==> config.mk <==
export PLATFORM = sky130hd
export DESIGN_NAME = id_stage_flat
export DESIGN_NICKNAME = d
export VERILOG_FILES = /design/src/rtl/id_stage_pkg.sv /design/src/rtl/id_stage_if.sv /design/src/rtl/id_scoreboard.sv /design/src/rtl/id_stage.sv /design/src/flat_wrapper.sv
export SDC_FILE = /design/constraint.sdc
export NUM_CORES = 1
export LEC_CHECK = 0
export CORE_ASPECT_RATIO = 1.25
export CORE_MARGIN = 2
export CORE_UTILIZATION = 41
export DETAILED_ROUTE_END_ITERATION = 10
export PLACE_DENSITY = 0.73
export SYNTH_ARGS = -nofsm -noshare
export SYNTH_HDL_FRONTEND = slang
export SYNTH_SLANG_ARGS = --single-unit
==> constraint.sdc <==
create_clock -name clk -period 4.7 [get_ports clk]
set_input_delay 0.47 -clock clk [delete_from_list [all_inputs] [get_ports clk]]
set_output_delay 0.47 -clock clk [all_outputs]
set_load 0.03 [all_outputs]
==> src/rtl/id_stage_pkg.sv <==
// +--------------------------------------------------------------------+
// | id_stage_pkg : RV32I opcode/funct3 constants and format classifier |
// | Revision     : 1.0                                                 |
// +--------------------------------------------------------------------+
`default_nettype none

package id_stage_pkg;

  localparam logic [6:0] INST_TYPE_I   = 7'b0010011;
  localparam logic [6:0] INST_TYPE_R_M = 7'b0110011;
  localparam logic [6:0] INST_TYPE_L   = 7'b0000011;
  localparam logic [6:0] INST_TYPE_S   = 7'b0100011;
  localparam logic [6:0] INST_TYPE_B   = 7'b1100011;
  localparam logic [6:0] INST_JAL      = 7'b1101111;
  localparam logic [6:0] INST_JALR     = 7'b1100111;
  localparam logic [6:0] INST_LUI      = 7'b0110111;
  localparam logic [6:0] INST_AUIPC    = 7'b0010111;
  localparam logic [6:0] INST_FENCE    = 7'b0001111;
  localparam logic [6:0] INST_SYSTEM   = 7'b1110011;

  localparam logic [2:0] F3_ADD_SUB = 3'b000;
  localparam logic [2:0] F3_SLL     = 3'b001;
  localparam logic [2:0] F3_SLT     = 3'b010;
  localparam logic [2:0] F3_SLTU    = 3'b011;
  localparam logic [2:0] F3_XOR     = 3'b100;
  localparam logic [2:0] F3_SRL_SRA = 3'b101;
  localparam logic [2:0] F3_OR      = 3'b110;
  localparam logic [2:0] F3_AND     = 3'b111;
  localparam logic [2:0] F3_BEQ     = 3'b000;
  localparam logic [2:0] F3_BNE     = 3'b001;
  localparam logic [2:0] F3_LW      = 3'b010;
  localparam logic [2:0] F3_SW      = 3'b010;

  typedef enum logic [3:0] {
    FMT_R     = 4'd0,
    FMT_I     = 4'd1,
    FMT_S     = 4'd2,
    FMT_B     = 4'd3,
    FMT_U     = 4'd4,
    FMT_J     = 4'd5,
    FMT_FENCE = 4'd6,
    FMT_SYS   = 4'd7,
    FMT_ILL   = 4'd8
  } fmt_e;

  function automatic fmt_e fmt_of(input logic [6:0] opc);
    fmt_e f;
    case (opc)
      INST_TYPE_R_M:                       f = FMT_R;
      INST_TYPE_I, INST_TYPE_L, INST_JALR: f = FMT_I;
      INST_TYPE_S:                         f = FMT_S;
      INST_TYPE_B:                         f = FMT_B;
      INST_LUI, INST_AUIPC:                f = FMT_U;
      INST_JAL:                            f = FMT_J;
      INST_FENCE:                          f = FMT_FENCE;
      INST_SYSTEM:                         f = FMT_SYS;
      default:                             f = FMT_ILL;
    endcase
    return f;
  endfunction

endpackage

`default_nettype wire

==> src/rtl/id_stage_if.sv <==
// +--------------------------------------------------------------------+
// | id_stage_if : fetch-side, register-file, writeback and issue bus   |
// | Revision    : 1.0                                                  |
// +--------------------------------------------------------------------+
`default_nettype none

interface id_stage_if #(
  parameter int XLEN      = 32,
  parameter int RF_ADDR_W = 5
);
  logic                 in_valid;
  logic                 in_ready;
  logic [31:0]          inst_i;
  logic [XLEN-1:0]      inst_addr_i;
  logic [RF_ADDR_W-1:0] rs1_addr_o;
  logic [RF_ADDR_W-1:0] rs2_addr_o;
  logic [XLEN-1:0]      rs1_data_i;
  logic [XLEN-1:0]      rs2_data_i;
  logic                 wb_valid;
  logic [RF_ADDR_W-1:0] wb_rd;
  logic                 flush;
  logic                 out_valid;
  logic                 out_ready;
  logic [XLEN-1:0]      op1_o;
  logic [XLEN-1:0]      op2_o;
  logic [XLEN-1:0]      imm_o;
  logic [31:0]          inst_o;
  logic [XLEN-1:0]      inst_addr_o;
  logic [RF_ADDR_W-1:0] rd_addr_o;
  logic                 reg_wen;
  logic                 illegal_o;

  // Surrounding pipeline / environment side
  modport master (
    output in_valid, inst_i, inst_addr_i, rs1_data_i, rs2_data_i,
           wb_valid, wb_rd, flush, out_ready,
    input  in_ready, rs1_addr_o, rs2_addr_o, out_valid, op1_o, op2_o,
           imm_o, inst_o, inst_addr_o, rd_addr_o, reg_wen, illegal_o
  );

  // Decode stage side
  modport slave (
    input  in_valid, inst_i, inst_addr_i, rs1_data_i, rs2_data_i,
           wb_valid, wb_rd, flush, out_ready,
    output in_ready, rs1_addr_o, rs2_addr_o, out_valid, op1_o, op2_o,
           imm_o, inst_o, inst_addr_o, rd_addr_o, reg_wen, illegal_o
  );
endinterface

`default_nettype wire

==> src/rtl/id_scoreboard.sv <==
// +--------------------------------------------------------------------+
// | id_scoreboard : pending-write bitmap, set beats clear, x0 ignored  |
// | Revision      : 1.0                                                |
// +--------------------------------------------------------------------+
`default_nettype none

module id_scoreboard #(
  parameter int RF_ADDR_W = 5
) (
  input  logic                 clk,
  input  logic                 rst,
  input  logic                 set_en,
  input  logic [RF_ADDR_W-1:0] set_addr,
  input  logic                 clr_en,
  input  logic [RF_ADDR_W-1:0] clr_addr,
  input  logic [RF_ADDR_W-1:0] rd1_addr,
  output logic                 rd1_busy,
  input  logic [RF_ADDR_W-1:0] rd2_addr,
  output logic                 rd2_busy
);
  localparam int DEPTH = 2 ** RF_ADDR_W;

  logic [DEPTH-1:0] pend_q;
  logic [DEPTH-1:0] pend_d;

  // Clear applied first so a same-register set overrides it
  always_comb begin
    pend_d = pend_q;
    if (clr_en && (clr_addr != '0)) pend_d[clr_addr] = 1'b0;
    if (set_en && (set_addr != '0)) pend_d[set_addr] = 1'b1;
  end

  always_ff @(posedge clk) begin
    if (rst) pend_q <= '0;
    else     pend_q <= pend_d;
  end

  assign rd1_busy = pend_q[rd1_addr];
  assign rd2_busy = pend_q[rd2_addr];

endmodule

`default_nettype wire

==> src/rtl/id_stage.sv <==
// +--------------------------------------------------------------------+
// | id_stage : RV32I decode, RAW hazard stall and registered issue     |
// | Revision : 1.0                                                     |
// +--------------------------------------------------------------------+
`default_nettype none

module id_stage
  import id_stage_pkg::*;
#(
  parameter int XLEN      = 32,
  parameter int RF_ADDR_W = 5
) (
  input  logic       clk,
  input  logic       rst,
  id_stage_if.slave  bus
);
  logic [6:0]           opcode;
  fmt_e                 fmt;
  logic                 use_rs1;
  logic                 use_rs2;
  logic                 writes_rd;
  logic [31:0]          imm32;
  logic [RF_ADDR_W-1:0] rs1_addr;
  logic [RF_ADDR_W-1:0] rs2_addr;
  logic [RF_ADDR_W-1:0] rd_dec;
  logic                 wen_dec;
  logic                 busy1;
  logic                 busy2;
  logic                 hazard;
  logic                 in_ready;
  logic                 accept;
  logic                 issue;

  logic                 out_valid_q, out_valid_d;
  logic [XLEN-1:0]      op1_q, op1_d;
  logic [XLEN-1:0]      op2_q, op2_d;
  logic [XLEN-1:0]      imm_q, imm_d;
  logic [31:0]          inst_q, inst_d;
  logic [XLEN-1:0]      pc_q, pc_d;
  logic [RF_ADDR_W-1:0] rd_q, rd_d;
  logic                 wen_q, wen_d;
  logic                 ill_q, ill_d;

  always_comb begin
    opcode    = bus.inst_i[6:0];
    fmt       = fmt_of(opcode);
    use_rs1   = fmt inside {FMT_R, FMT_I, FMT_S, FMT_B};
    use_rs2   = fmt inside {FMT_R, FMT_S, FMT_B};
    writes_rd = fmt inside {FMT_R, FMT_I, FMT_U, FMT_J};
    // FENCE and SYSTEM share the I-type immediate field layout
    case (fmt)
      FMT_I, FMT_FENCE, FMT_SYS:
        imm32 = {{20{bus.inst_i[31]}}, bus.inst_i[31:20]};
      FMT_S:
        imm32 = {{20{bus.inst_i[31]}}, bus.inst_i[31:25], bus.inst_i[11:7]};
      FMT_B:
        imm32 = {{19{bus.inst_i[31]}}, bus.inst_i[31], bus.inst_i[7],
                 bus.inst_i[30:25], bus.inst_i[11:8], 1'b0};
      FMT_U:
        imm32 = {bus.inst_i[31:12], 12'b0};
      FMT_J:
        imm32 = {{11{bus.inst_i[31]}}, bus.inst_i[31], bus.inst_i[19:12],
                 bus.inst_i[20], bus.inst_i[30:21], 1'b0};
      default:
        imm32 = '0;
    endcase
  end

  always_comb begin
    rs1_addr = (bus.in_valid && use_rs1) ? RF_ADDR_W'(bus.inst_i[19:15]) : '0;
    rs2_addr = (bus.in_valid && use_rs2) ? RF_ADDR_W'(bus.inst_i[24:20]) : '0;
    rd_dec   = writes_rd ? RF_ADDR_W'(bus.inst_i[11:7]) : '0;
    wen_dec  = writes_rd && (rd_dec != '0);
  end

  id_scoreboard #(
    .RF_ADDR_W (RF_ADDR_W)
  ) u_sb (
    .clk      (clk),
    .rst      (rst),
    .set_en   (issue && wen_q),
    .set_addr (rd_q),
    .clr_en   (bus.wb_valid),
    .clr_addr (bus.wb_rd),
    .rd1_addr (rs1_addr),
    .rd1_busy (busy1),
    .rd2_addr (rs2_addr),
    .rd2_busy (busy2)
  );

  // Unused or x0 sources carry address 0 and therefore never block
  always_comb begin
    hazard = 1'b0;
    if ((rs1_addr != '0) &&
        (busy1 || (out_valid_q && wen_q && (rd_q == rs1_addr))))
      hazard = 1'b1;
    if ((rs2_addr != '0) &&
        (busy2 || (out_valid_q && wen_q && (rd_q == rs2_addr))))
      hazard = 1'b1;
    in_ready = !bus.flush && !hazard && (!out_valid_q || bus.out_ready);
    accept   = bus.in_valid && in_ready;
    issue    = out_valid_q && bus.out_ready;
  end

  always_comb begin
    out_valid_d = out_valid_q;
    op1_d       = op1_q;
    op2_d       = op2_q;
    imm_d       = imm_q;
    inst_d      = inst_q;
    pc_d        = pc_q;
    rd_d        = rd_q;
    wen_d       = wen_q;
    ill_d       = ill_q;
    if (accept) begin
      out_valid_d = 1'b1;
      op1_d       = use_rs1 ? bus.rs1_data_i : '0;
      op2_d       = use_rs2 ? bus.rs2_data_i : '0;
      imm_d       = XLEN'($signed(imm32));
      inst_d      = bus.inst_i;
      pc_d        = bus.inst_addr_i;
      rd_d        = wen_dec ? rd_dec : '0;
      wen_d       = wen_dec;
      ill_d       = (fmt == FMT_ILL);
    end else if (issue || bus.flush) begin
      out_valid_d = 1'b0;
    end
  end

  always_ff @(posedge clk) begin
    if (rst) begin
      out_valid_q <= 1'b0;
      op1_q       <= '0;
      op2_q       <= '0;
      imm_q       <= '0;
      inst_q      <= '0;
      pc_q        <= '0;
      rd_q        <= '0;
      wen_q       <= 1'b0;
      ill_q       <= 1'b0;
    end else begin
      out_valid_q <= out_valid_d;
      op1_q       <= op1_d;
      op2_q       <= op2_d;
      imm_q       <= imm_d;
      inst_q      <= inst_d;
      pc_q        <= pc_d;
      rd_q        <= rd_d;
      wen_q       <= wen_d;
      ill_q       <= ill_d;
    end
  end

  assign bus.in_ready    = in_ready;
  assign bus.rs1_addr_o  = rs1_addr;
  assign bus.rs2_addr_o  = rs2_addr;
  assign bus.out_valid   = out_valid_q;
  assign bus.op1_o       = op1_q;
  assign bus.op2_o       = op2_q;
  assign bus.imm_o       = imm_q;
  assign bus.inst_o      = inst_q;
  assign bus.inst_addr_o = pc_q;
  assign bus.rd_addr_o   = rd_q;
  assign bus.reg_wen     = wen_q;
  assign bus.illegal_o   = ill_q;

endmodule

`default_nettype wire

==> src/flat_wrapper.sv <==
// flat-port wrapper written by rule: the top's interface ports become plain ports
module id_stage_flat import id_stage_pkg::*;
#(
  parameter int XLEN      = 32,
  parameter int RF_ADDR_W = 5
)
  (clk, rst, bus_in_valid, bus_inst_i, bus_inst_addr_i, bus_rs1_data_i, bus_rs2_data_i, bus_wb_valid, bus_wb_rd, bus_flush, bus_out_ready, bus_in_ready, bus_rs1_addr_o, bus_rs2_addr_o, bus_out_valid, bus_op1_o, bus_op2_o, bus_imm_o, bus_inst_o, bus_inst_addr_o, bus_rd_addr_o, bus_reg_wen, bus_illegal_o);
  id_stage_if #(.XLEN(XLEN), .RF_ADDR_W(RF_ADDR_W)) bus_i ();
  input  logic clk;
  input  logic rst;
  input wire logic [$bits(bus_i.in_valid)-1:0] bus_in_valid;
  input wire logic [$bits(bus_i.inst_i)-1:0] bus_inst_i;
  input wire logic [$bits(bus_i.inst_addr_i)-1:0] bus_inst_addr_i;
  input wire logic [$bits(bus_i.rs1_data_i)-1:0] bus_rs1_data_i;
  input wire logic [$bits(bus_i.rs2_data_i)-1:0] bus_rs2_data_i;
  input wire logic [$bits(bus_i.wb_valid)-1:0] bus_wb_valid;
  input wire logic [$bits(bus_i.wb_rd)-1:0] bus_wb_rd;
  input wire logic [$bits(bus_i.flush)-1:0] bus_flush;
  input wire logic [$bits(bus_i.out_ready)-1:0] bus_out_ready;
  output wire logic [$bits(bus_i.in_ready)-1:0] bus_in_ready;
  output wire logic [$bits(bus_i.rs1_addr_o)-1:0] bus_rs1_addr_o;
  output wire logic [$bits(bus_i.rs2_addr_o)-1:0] bus_rs2_addr_o;
  output wire logic [$bits(bus_i.out_valid)-1:0] bus_out_valid;
  output wire logic [$bits(bus_i.op1_o)-1:0] bus_op1_o;
  output wire logic [$bits(bus_i.op2_o)-1:0] bus_op2_o;
  output wire logic [$bits(bus_i.imm_o)-1:0] bus_imm_o;
  output wire logic [$bits(bus_i.inst_o)-1:0] bus_inst_o;
  output wire logic [$bits(bus_i.inst_addr_o)-1:0] bus_inst_addr_o;
  output wire logic [$bits(bus_i.rd_addr_o)-1:0] bus_rd_addr_o;
  output wire logic [$bits(bus_i.reg_wen)-1:0] bus_reg_wen;
  output wire logic [$bits(bus_i.illegal_o)-1:0] bus_illegal_o;
  assign bus_i.in_valid = bus_in_valid;
  assign bus_i.inst_i = bus_inst_i;
  assign bus_i.inst_addr_i = bus_inst_addr_i;
  assign bus_i.rs1_data_i = bus_rs1_data_i;
  assign bus_i.rs2_data_i = bus_rs2_data_i;
  assign bus_i.wb_valid = bus_wb_valid;
  assign bus_i.wb_rd = bus_wb_rd;
  assign bus_i.flush = bus_flush;
  assign bus_i.out_ready = bus_out_ready;
  assign bus_in_ready = bus_i.in_ready;
  assign bus_rs1_addr_o = bus_i.rs1_addr_o;
  assign bus_rs2_addr_o = bus_i.rs2_addr_o;
  assign bus_out_valid = bus_i.out_valid;
  assign bus_op1_o = bus_i.op1_o;
  assign bus_op2_o = bus_i.op2_o;
  assign bus_imm_o = bus_i.imm_o;
  assign bus_inst_o = bus_i.inst_o;
  assign bus_inst_addr_o = bus_i.inst_addr_o;
  assign bus_rd_addr_o = bus_i.rd_addr_o;
  assign bus_reg_wen = bus_i.reg_wen;
  assign bus_illegal_o = bus_i.illegal_o;
  id_stage #(.XLEN(XLEN), .RF_ADDR_W(RF_ADDR_W)) u_core (.clk(clk), .rst(rst), .bus(bus_i));
endmodule
==> results_dict.tcl <==
set metrics [dict create \
    status "complete, no violations" \
    cts_hold_buf 0 \
    worstSetupStartpointType "primary input" \
    syn-mean-instance-area_um2 8.71 \
    holdCritPathClass "in -> reg" \
    htreeDepth 4 \
    crit_arrival_ns 3.70 \
    diodes 0 \
    max_freq_mhz 240 \
    grt_max_degree 90 \
    hold_viol_final 0 \
    drt_wl_total_um 35500 \
    whs_ns 0.332 \
    nets 1481 \
    maxSlewViolCount 0 \
    overflow 0 \
    timing.rr.start "u_core.u_sb.pend_q[11]$_SDFF_PP0_" \
    min_period_ns 4.17 \
    drc 0 \
    synth_top_area_share_pct 42.3 \
    die_x_um 140 \
    syn_area_mm2 0.00947 \
    crit_fanout 14 \
    ir_drop_v 0.000247 \
    drt_pre_antenna_iters 7 \
    synth_warnings 0 \
    relSlewSlack_pct 21.2 \
    cts_setup_buffers 0 \
    cp-end-kind "output pin" \
    syn_inst 1088 \
    final_util_pct 59.1 \
    grt_pass1_vias 9339 \
    yosysTopAreaCell "dfxtp_1" \
    numCtsBuffers 17 \
    async_flop_share_pct 0 \
    dp_hpwl_um 25000 \
    wl_met3_um 2380 \
    power_density_mw_per_mm2 297 \
    fp.dieH_um 174 \
    ys_seq_area_share_pct 42.3 \
    routed.top_layer "met4" \
    r2r_slack_ns 1.31 \
    dr_wl_met2_um 17500 \
    portBuffers 317 \
    finalSetupTns_ns 0 \
    setup-violations-final 0 \
    num_rows 62 \
    yosys_most_used_dff "dfxtp_1" \
    synth.distinct_cells 64 \
    via_count 9888 \
    p_leak_nw 4.73 \
    track_usage_pct 27.8 \
    pin_count 318 \
    clk_latency_ns 0.45 \
    synth_area_leaders "dfxtp_1 (42%), a21oi_1 (6.7%), o31ai_1 (5.9%), mux2i_1 (5.5%), nand4_1 (4.6%)" \
    cts_tree "done" \
    crit_required_ns 4.23 \
    start_util_pct 41.5 \
    vias_per_cell 6.02 \
    cts.clk_slew.worst_paths_ns 0.07 \
    synth_edf_count 0 \
    wl_met1_um 13800 \
    tightest_slew_ns 1.17 \
    fillers 2090 \
    wl_per_cell_um 21.6 \
    cts_resized 0 \
    ant_nets 0 \
    die_area_mm2 0.0243 \
    cts_sinks 200 \
    core_area_mm2 0.0228 \
    hp-start "rst" \
    drive_gt1_share_pct 6.79 \
    antenna_found_initial 0 \
    crit_start "bus_inst_i[6]" \
    synth_fp_nets 1227 \
    path_class "in -> out" \
    ys_seq_elements 200 \
    grt_pass1_wl_um 53700 \
    min_period_over_period_pct 88.8 \
    cts_root_buffer "clkbuf_16" \
    drtIter0Drc 866 \
    rsz0062_at_grt "no" \
    maxCapViolCount 0 \
    gp_congestion 0.963 \
    clockBufferDepth 2 \
    syn_to_final_growth_pct 42.3 \
    finClkSkew_ns 0.0124 \
]
[metrics by stage]
stage	std cells	instance area (µm²)	power [W]	setup slack, ns
2_1_floorplan	1088	9470	0.00212	1.04
3_3_place_gp	1611	12800	0.00243	0.436
3_5_place_dp	1611	12800	0.00244	0.374
4_1_cts	1643	13500	0.00402	0.548
5_1_grt	1643	13500	0.00412	0.363
6_report	1643	13500	0.00400	0.528
[registers in the layout (all words and copies together), names as in the netlist]
name	count
u_core.bus.imm_o	32
u_core.u_sb.pend_q	32
u_core.bus.inst_addr_o	32
u_core.bus.out_valid	1
u_core.bus.op2_o	32
u_core.bus.op1_o	32
u_core.bus.illegal_o	1
u_core.bus.inst_o	32
u_core.bus.rd_addr_o	5
u_core.bus.reg_wen	1
[cells in the final DEF, fill, tap and decap left out, types with 3 or more instances in the layout]
| cell type | n |
|---|---|
| mux2i_1 | 52 |
| o21a_1 | 3 |
| buf_4 | 34 |
| a22o_1 | 32 |
| and3b_1 | 3 |
| nand3b_1 | 14 |
| or3b_2 | 3 |
| nor3_1 | 8 |
| clkdlybuf4s50_1 | 315 |
| nor4_1 | 3 |
| clkbuf_1 | 3 |
| nor3b_1 | 3 |
| a21oi_1 | 126 |
| nand4_1 | 70 |
| o31ai_1 | 74 |
| mux4_2 | 7 |
| and2_1 | 8 |
| inv_1 | 8 |
| a31oi_1 | 28 |
| nand3_1 | 14 |
| nand2b_1 | 46 |
| dfxtp_1 | 200 |
| o21ai_0 | 45 |
| nor2_1 | 30 |
| nand2_1 | 89 |
| a211oi_1 | 28 |
| bufinv_16 | 4 |
| xnor2_1 | 5 |
| and3_1 | 8 |
| a22oi_1 | 7 |
| clkbuf_16 | 17 |
| nor2b_1 | 11 |
[synth_stat cells (24+ instances only)]
| cell type | n |
|---|---|
| a22o_1 | 32 |
| mux2i_1 | 52 |
| a211oi_1 | 28 |
| nand2b_1 | 46 |
| nand4_1 | 70 |
| dfxtp_1 | 200 |
| a31oi_1 | 29 |
| buf_2 | 24 |
| nand2_1 | 89 |
| clkbuf_1 | 73 |
| o21ai_0 | 45 |
| a21oi_1 | 126 |
| o31ai_1 | 74 |
| nor2_1 | 30 |
[final timing paths]
path,to,cells past startpoint
worst max register to register,u_core.bus.illegal_o$_SDFFE_PP0P_,8
worst min-delay path,u_core.bus.imm_o[16]$_SDFFE_PP0P_,2
worst min register to register,u_core.bus.inst_o[23]$_SDFFE_PP0P_,2
worst max-delay path,bus_in_ready,10
[metal layers]
layer | global-route usage (%) | vias up
li1 | - | 4563
met4 | 14.4 | 0
met5 | 0 | -
met1 | 33.0 | 4708
met2 | 47.0 | 498
met3 | 6.28 | 119
[kinds of logic (layout without fill, tap and decap cells)]
| family | after synthesis | after routing | synth area share, % |
|---|---|---|---|
| and+or+nand+nor | 322 | 322 | 18.5 |
| DFF | 200 | 200 | 42.3 |
| buffers and inverters | 125 | 392 | 5.78 |
| AOI/OAI and AO/OA | 372 | 372 | 25.3 |
| xor gates and xnor gates | 7 | 7 | 0.647 |
| muxes | 62 | 62 | 7.51 |
[critical path: stages]
cell and delay, ns:
clkdlybuf4s50_1 0.80, nor2b_1 0.15, or3_4 0.45, or4_4 0.57, a221o_1 0.29, a32oi_2 0.32, nor2_1 0.15, nor3_1 0.20
buf_4 0.18, buf_12 0.12
[where the power goes]
part	internal (W)	switching (W)
logic	0.000276	0.000365
clock network	0.000924	0.000676
registers	0.00174	0.0000245
total	0.00294	0.00107
[layout make-up]
cell class	instances	area, µm²	area share [%]
clock buffer	22	464	3.44
clock inverter	10	166	1.23
inverter	9	33.8	0.251
multi-input combinational	763	5000	37.1
sequential	200	4000	29.7
tap	288	360	2.67
timing repair buffer	351	3450	25.6
Power figures use the tool's default switching activity.
